--- src/rtl/mem_access_ctrl.sv ---
// Initiator side of the 16-bit CPU data-memory port: sequences one load/store at a time
// against DataMemory and returns read data with a one-cycle Done pulse.
// Optional feature macro: MEM_BOUNDS_CHECK_EN (address range check against MEM_DEPTH).
module mem_access_ctrl #(
  parameter int DATA_W    = 16,
  parameter int ADDR_W    = 16,
  parameter int READ_LAT  = 1,
  parameter int MEM_DEPTH = 256
) (
  input  logic              Clock,
  input  logic              Reset_n,
  input  logic              Req,
  input  logic              ReqWrite,
  input  logic [ADDR_W-1:0] ReqAddr,
  input  logic [DATA_W-1:0] ReqData,
  output logic              Ready,
  output logic              Done,
  output logic [DATA_W-1:0] RdData,
  output logic              Err,
  output logic [ADDR_W-1:0] Adresa,
  output logic [DATA_W-1:0] WriteData,
  output logic              MemWrite,
  output logic              MemRead,
  input  logic [DATA_W-1:0] ReadData
);

  localparam int CNT_W = (READ_LAT > 0) ? $clog2(READ_LAT + 1) : 1;

`ifdef MEM_BOUNDS_CHECK_EN
  localparam bit BOUNDS_EN = 1'b1;
`else
  localparam bit BOUNDS_EN = 1'b0;
`endif

  typedef enum logic [1:0] {
    S_IDLE,
    S_WRITE,
    S_READ,
    S_DONE
  } state_t;

  state_t            state, state_nxt;
  logic [CNT_W-1:0]  cnt, cnt_nxt;
  logic              ready_nxt, done_nxt, err_nxt;
  logic              mem_write_nxt, mem_read_nxt;
  logic [DATA_W-1:0] rd_data_nxt, wdata_nxt;
  logic [ADDR_W-1:0] adresa_nxt;
  logic              out_of_range;

  // With the check disabled this folds to a constant 0, so Err is effectively tied low.
  assign out_of_range = BOUNDS_EN && ($unsigned(32'(ReqAddr)) >= $unsigned(32'(MEM_DEPTH)));

  // Every output is the registered copy of a *_nxt value computed below.
  always_comb begin
    // NOTE: every signal gets a default first so no path leaves one unassigned (no latches).
    state_nxt     = state;
    cnt_nxt       = cnt;
    ready_nxt     = 1'b0;
    done_nxt      = 1'b0;
    err_nxt       = 1'b0;
    mem_write_nxt = 1'b0;
    mem_read_nxt  = 1'b0;
    rd_data_nxt   = RdData;
    adresa_nxt    = Adresa;
    wdata_nxt     = WriteData;

    unique case (state)
      S_IDLE: begin
        if (Ready && Req) begin
          if (out_of_range) begin
            state_nxt = S_DONE;
            done_nxt  = 1'b1;
            err_nxt   = 1'b1;
          end else if (ReqWrite) begin
            state_nxt     = S_WRITE;
            adresa_nxt    = ReqAddr;
            wdata_nxt     = ReqData;
            mem_write_nxt = 1'b1;
          end else begin
            state_nxt    = S_READ;
            adresa_nxt   = ReqAddr;
            mem_read_nxt = 1'b1;
            cnt_nxt      = CNT_W'(READ_LAT);
          end
        end else begin
          // Also covers the first edge after reset, where Ready is still low.
          ready_nxt = 1'b1;
        end
      end
      S_WRITE: begin
        state_nxt = S_DONE;
        done_nxt  = 1'b1;
      end
      S_READ: begin
        if (cnt == '0) begin
          rd_data_nxt = ReadData;
          state_nxt   = S_DONE;
          done_nxt    = 1'b1;
        end else begin
          cnt_nxt      = cnt - CNT_W'(1);
          mem_read_nxt = 1'b1;
        end
      end
      S_DONE: begin
        state_nxt = S_IDLE;
        ready_nxt = 1'b1;
      end
      default: state_nxt = S_IDLE;
    endcase
  end

  always_ff @(posedge Clock or negedge Reset_n) begin
    if (!Reset_n) begin
      state     <= S_IDLE;
      cnt       <= '0;
      Ready     <= 1'b0;
      Done      <= 1'b0;
      Err       <= 1'b0;
      RdData    <= '0;
      Adresa    <= '0;
      WriteData <= '0;
      MemWrite  <= 1'b0;
      MemRead   <= 1'b0;
    end else begin
      // NOTE: non-blocking assignments so all state updates together at the clock edge.
      state     <= state_nxt;
      cnt       <= cnt_nxt;
      Ready     <= ready_nxt;
      Done      <= done_nxt;
      Err       <= err_nxt;
      RdData    <= rd_data_nxt;
      Adresa    <= adresa_nxt;
      WriteData <= wdata_nxt;
      MemWrite  <= mem_write_nxt;
      MemRead   <= mem_read_nxt;
    end
  end

endmodule
--- config.mk ---
export PLATFORM = sky130hd
export DESIGN_NAME = mem_access_ctrl
export DESIGN_NICKNAME = d
export VERILOG_FILES = /design/src/rtl/mem_access_ctrl.sv
export SDC_FILE = /design/constraint.sdc
export NUM_CORES = 1
export LEC_CHECK = 0
export ABC_AREA = 1
export CAP_MARGIN = 20
export CORE_MARGIN = 5
export CORE_UTILIZATION = 64
export DETAILED_ROUTE_END_ITERATION = 8
export DONT_BUFFER_PORTS = 1
export PLACE_DENSITY = 0.78
export SLEW_MARGIN = 20
export SYNTH_ARGS = -nofsm -noshare
export SYNTH_HDL_FRONTEND = slang
export SYNTH_SLANG_ARGS = --single-unit
export TNS_END_PERCENT = 20
--- constraint.sdc ---
create_clock -name Clock -period 2.6 [get_ports Clock]
set_input_delay 0.78 -clock Clock [delete_from_list [all_inputs] [get_ports Clock]]
set_output_delay 0.78 -clock Clock [all_outputs]
set_load 0.02 [all_outputs]
==> reports/results.ini, run 1 <==
[critical_path]
path_max_fanout = 20
arrival_ps = 2120
worst_r2r_path_depth = 5
worst-setup-path-type = reg2reg
cp-end-kind = flop
worst_setup_path_start_kind = flop
required_ps = 2880

[drt]
wl_per_cell_um = 15.7
viasPerCell = 5.39
vias = 1607
wl_um = 4690
dr.first_iter.drc_count = 71
drc = 0
dr.pass1.iters = 4
ant_nets = 0

[yosys]
synthFlopType = dfrtp_1
synthArstFlopShare_pct = 100
synth_cells = 255
ys_seq_elements = 55
synth.most_common_cell = nand2_1
ys_top_cells_by_area = dfrtp_1 (60%), nand2_1 (21%), o21ai_0 (3.9%), nand3_1 (3.7%), ha_1 (2.7%)
yosysWarnings = 0
avgSynthCellArea_sq_um = 9.02
synth_edf_count = 0
synth_top_cell_area_share_pct = 59.8
ys_seq_area_share_pct = 59.8
synth.distinct_cells = 21
yosys-top-cells-count = nand2_1 (131), dfrtp_1 (55), o21ai_0 (18)
yosysTopAreaCell = dfrtp_1
netlist_area_sq_mm = 0.00230
synth_nets = 312

[clocking]
cts_tree = built
cts.sinks = 55
post-cts-setup-buffer-count = 0
insertion_delay_ps = 370
cts_buffers = 5
cts_resized = 0
clk_path_buf_depth = 2
cts_htree_levels = 2
cts_hold_buf = 0
clk_pin_slew_ps = 140
clockRootBuffer = clkbuf_4

[place]
globalplace.congestion = 0.797
place.port_buffers = 0
placed_area_sq_mm = 0.00228
dp_hpwl_um = 3440

[timing]
worstMarginPinSlew_ps = 722
min_period_ps = 1840
hold_viol = 0
slew_violations = 0
worst_hold_slack_ps = 78.0
fmax_ghz = 0.544
relSlewSlack_pct = 51.8
rsz0062_at_grt = false
tns_ps = 0
setup_violations = 0
fin_crit_sh_pct = 70.8
skew_ps = 8.20

[die]
io_pins = 105
die_y_um = 70.0
die_area_sq_mm = 0.00489
start_util_pct = 67.4
rows = 21
die_w_um = 70.0
core_sq_mm = 0.00342

[global_route]
grt_max_degree = 56
grt_usage_pct = 19.8
grt_pass1_wl_um = 7740
grt-ovfl-total = 0
grt_pass1_vias = 1576
antenna_found_initial = 0

[finish]
drive_gt1_share_pct = 5.95
syn_to_final_growth_pct = 2.07
nNetsFinal = 308
final_util_pct = 68.8
design_area_sq_mm = 0.00235
antenna_cells = 0

[outcome]
status = finished clean

[worst_hold_path]
holdCritPathClass = in2async

[pwr]
total_power_w = 0.00322
powerDensity_mw_per_mm2 = 1370
power_leakage_nw = 1.29
peakVddDrop_mv = 0.669

[run]
maxCapViolCount = 0

-- area by class of cell --
cell class,count,area (sq um)
Sequential cell,55,1380
Inverter,8,32.5
Tap cell,46,57.6
Clock buffer,7,65.1
Timing Repair Buffer,1,7.51
Multi-Input combinational cell,180,802
Clock inverter,1,7.51
Fill cell,286,1070
-- layer usage --
layer,vias to the layer above,wire length [um],global-route usage [%]
met1,744,1850,24.5
met3,6,504,8.32
met5,-,0,0
li1,788,-,-
met2,69,2270,31.7
met4,0,61,6.38
-- layout by cell type, fill, tap and decap left out, drive strengths merged --
| cell | synthesis | layout |
|---|---|---|
| nand2 | 133 | 133 |
| conb | 1 | 1 |
| clkbuf | 2 | 7 |
| nand3 | 17 | 17 |
| clkinvlp | 0 | 1 |
| or2 | 1 | 1 |
| buf | 10 | 1 |
| o21ai | 18 | 18 |
| ha | 5 | 5 |
| inv | 8 | 8 |
| nand4 | 1 | 1 |
| o21a | 1 | 1 |
| nor2 | 2 | 2 |
| a21oi | 1 | 1 |
| dfrtp | 55 | 55 |
-- report_power, final --
| part | internal (W) | total (W) | switching, W |
|---|---|---|---|
| sequential | 0.00125 | 0.00200 | 0.000753 |
| clock | 0.000158 | 0.000411 | 0.000252 |
| combinational | 0.000268 | 0.000813 | 0.000545 |
-- path summary, 6_finish.rpt --
path / from / endpoint / slack [ps]
hold reg to reg: cnt$_DFFE_PN0P_ / cnt$_DFFE_PN0P_ / 560
max in group asynchronous: Reset_n / RdData[13]$_DFFE_PN0P_ / 2420
setup reg to reg: state[0]$_DFFE_PN0P_ / Adresa[11]$_DFFE_PN0P_ / 760
hold / removal: Reset_n / WriteData[8]$_DFFE_PN0P_ / 80
setup / recovery: state[0]$_DFFE_PN0P_ / Adresa[11]$_DFFE_PN0P_ / 760
min in group Clock: ReqData[6] / WriteData[6]$_DFFE_PN0P_ / 510
-- per-stage QoR --
stage                     setup slack [ps]  instances
final                                  760        298
after global routing                   548        298
after CTS                              743        298
after detailed placement               767        290
after global placement                 783        290
after floorplan                       1070        255
-- cell families (layout without fill, tap and decap cells) --
group | after synthesis | after routing | synth area share, %
buffers and inverters | 20 | 17 | 5.33
AND/OR/NAND/NOR | 154 | 154 | 27.5
adder cells (fa/ha/maj) | 5 | 5 | 2.72
flip-flops | 55 | 55 | 59.8
other | 1 | 1 | 0.163
AO/OA/AOI/OAI | 20 | 20 | 4.46
-- state kept, by name, indices dropped and copies added, names as in the netlist --
register and cells:
state 2, Done 1, WriteData 16, RdData 16, Adresa 16, cnt 1, MemWrite 1, MemRead 1
Ready 1
-- critical path: stages, from the launching register on --
cell	delay, ps
dfrtp_1	450
inv_1	120
ha_1	630
nand2_2	350
nand2_1	140
nand2_1	60
Note: power is estimated with default switching activity, not from simulation.
==> inputs of run 2 (changes only) <==
--- a/config.mk
+++ b/config.mk
@@ -8,10 +8,10 @@
 export ABC_AREA = 1
 export CAP_MARGIN = 20
 export CORE_MARGIN = 5
-export CORE_UTILIZATION = 64
+export CORE_UTILIZATION = 62
 export DETAILED_ROUTE_END_ITERATION = 8
 export DONT_BUFFER_PORTS = 1
-export PLACE_DENSITY = 0.78
+export PLACE_DENSITY = 0.76
 export SLEW_MARGIN = 20
 export SYNTH_ARGS = -nofsm -noshare
 export SYNTH_HDL_FRONTEND = slang
==> constraint.sdc (replaced) <==
create_clock -name Clock -period 1.75 [get_ports Clock]
set_input_delay 0.525 -clock Clock [delete_from_list [all_inputs] [get_ports Clock]]
set_output_delay 0.525 -clock Clock [all_outputs]
set_load 0.02 [all_outputs]
==> run 2 against run 1 <==
Against the previous run:
- the run now ends with negative hold slack left
- via count decreased by 0.81%
- global-route usage decreased by 0.46 points
- combinational power increased by 55%
- final cell count increased by 1.7%
- maximum frequency increased by 21%
- largest cell class unchanged
==> reports/results.ini, run 2 (synthesis gave the netlist of run 1 again) <==
[finish]
final_util_pct = 66.7
fillCellCount = 303
syn_to_final_growth_pct = 5.27
layout_commonest_cell = nand2_1
drive_gt1_share_pct = 7.06
nNetsFinal = 311
most-common-layout-cells = nand2_1 (131), dfrtp_1 (55), o21ai_0 (18), nand3_1 (17)
instances_no_fill = 303
reg_top3 = Adresa x16, RdData x16, WriteData x16
antenna_cells = 0

[timing]
setup_violations = 0
fin_crit_sh_pct = 86.9
worst_hold_slack_ps = -108
rsz0062_at_grt = false
fmax_ghz = 0.657
hold_viol = 55
worstMarginPinSlew_ps = 509
relSlewSlack_pct = 66.0
slew_violations = 0
skew_ps = 12.2
tns_ps = 0
min_period_ps = 1520

[critical_path]
cp-end-kind = flop
slowest_delay_ps = 420
crit_path_frequent_cell = nand2_1
worstPathCellList = inv_1 -> ha_1 -> inv_2 -> or2_1 -> nand2_1 -> nand2_1
r2r-start = state[0]$_DFFE_PN0P_
path_max_fanout = 16
worst_setup_path_start_kind = flop
arrival_ps = 1710
slowest_stage = dfrtp_1
reg2reg_slack_ps = 230
worst_r2r_path_depth = 6
worst-setup-path-type = reg2reg
rr_endpoint = RdData[13]$_DFFE_PN0P_
required_ps = 1940

[drt]
wl_um = 4740
drc = 0
dr.first_iter.drc_count = 122
wl_per_cell_um = 15.6
viasPerCell = 5.26
dr.pass1.iters = 4
ant_nets = 0
vias = 1594

[clocking]
insertion_delay_ps = 310
clk_path_buf_depth = 2
clk_pin_slew_ps = 100
cts_buffers = 5
clockRootBuffer = clkbuf_8
cts.sinks = 55
cts_htree_levels = 2
cts_tree = built

[pwr]
switching_share_pct = 45.9
powerDensity_mw_per_mm2 = 2110
seqPwrFrac_pct = 58.0
p_int_w = 0.00276
switchingPower_w = 0.00234
power_leakage_nw = 1.32
p_comb_share_pct = 24.7
clock_power_share_pct = 17.2
peakVddDrop_mv = 1.06

[worst_hold_path]
holdCritPathClass = in2async

[die]
rows = 22
start_util_pct = 63.3
die_area_sq_mm = 0.00503
die_w_um = 70.9
die_y_um = 70.9
io_pins = 105
core_sq_mm = 0.00363

[global_route]
grt_max_degree = 56
grt_usage_pct = 19.4
grt_pass1_vias = 1570
grt_pass1_wl_um = 7620
antenna_found_initial = 0
grt-ovfl-total = 0

[run]
maxCapViolCount = 0

[outcome]
violations = negative hold slack
status = finished, violations left

[place]
dp_hpwl_um = 3500
place.port_buffers = 0
globalplace.congestion = 0.796
dp_cells = 295

[run 2: cell count changes in the layout (fill, tap and decap cells not counted), sizes merged]
cell | previous run | this run
buf | 1 | 4
bufinv | 0 | 1
clkbuf | 7 | 6
clkinvlp | 1 | 0
inv | 8 | 9
[run 2: power by group through the flow]
| stage | clock network (W) | registers [W] | logic [W] |
|---|---|---|---|
| 5_1_grt | 0.000954 | 0.00304 | 0.00149 |
| 3_3_place_gp | 0 | 0.00299 | 0.00122 |
| 2_1_floorplan | 0 | 0.00286 | 0.00109 |
| 6_report | 0.000880 | 0.00296 | 0.00126 |
| 4_1_cts | 0.000896 | 0.00298 | 0.00128 |
| 3_5_place_dp | 0 | 0.00300 | 0.00128 |
[run 2: critical path, delay by kind of cell (launching register included)]
kind	cells	cell delay [ps]
simple gates	3	610
flops	1	420
fa+ha+maj	1	210
buf+inv	2	180
[run 2: through the flow]
step	total power, W	worst slack [ps]	cell area [sq um]
after global placement	0.00421	269	2300
after detailed placement	0.00428	232	2300
after global routing	0.00548	63.0	2420
after CTS	0.00516	217	2420
final	0.00511	229	2420
after floorplan	0.00395	360	2300
[run 2: worst max path at each step]
| stage | startpoint | end | slack, ps | cells past startpoint |
|---|---|---|---|---|
| after floorplan | state[0]$_DFFE_PN0P_ | RdData[0]$_DFFE_PN0P_ | 360 | 8 |
| after global placement | state[0]$_DFFE_PN0P_ | RdData[2]$_DFFE_PN0P_ | 270 | 6 |
| after detailed placement | state[0]$_DFFE_PN0P_ | RdData[13]$_DFFE_PN0P_ | 230 | 6 |
| after CTS | state[0]$_DFFE_PN0P_ | RdData[13]$_DFFE_PN0P_ | 220 | 6 |
| after global routing | state[0]$_DFFE_PN0P_ | RdData[2]$_DFFE_PN0P_ | 60 | 6 |
| final | state[0]$_DFFE_PN0P_ | RdData[13]$_DFFE_PN0P_ | 230 | 6 |
[run 2: final cells by class]
class	count	area, sq um	area share [%]
sequential	55	1380	56.8
multi-input combinational	180	802	33.1
clock buffer	6	82.6	3.41
tap	48	60.1	2.48
clock inverter	2	38.8	1.60
inverter	8	32.5	1.34
timing repair buffer	4	30.0	1.24
[run 2: repair_timing]
action,CTS,global route
resized for setup,0,0
hold endpoints to repair,55,55
setup buffers,0,0
[run 2: metal layers]
layer / track usage [%] / vias to the layer above / part of all wire (%)
li1: - / 784 / -
met1: 23.3 / 725 / 38
met2: 30.5 / 78 / 48
met3: 8.66 / 7 / 13
met4: 7.93 / 0 / 1.8
met5: 0 / - / 0
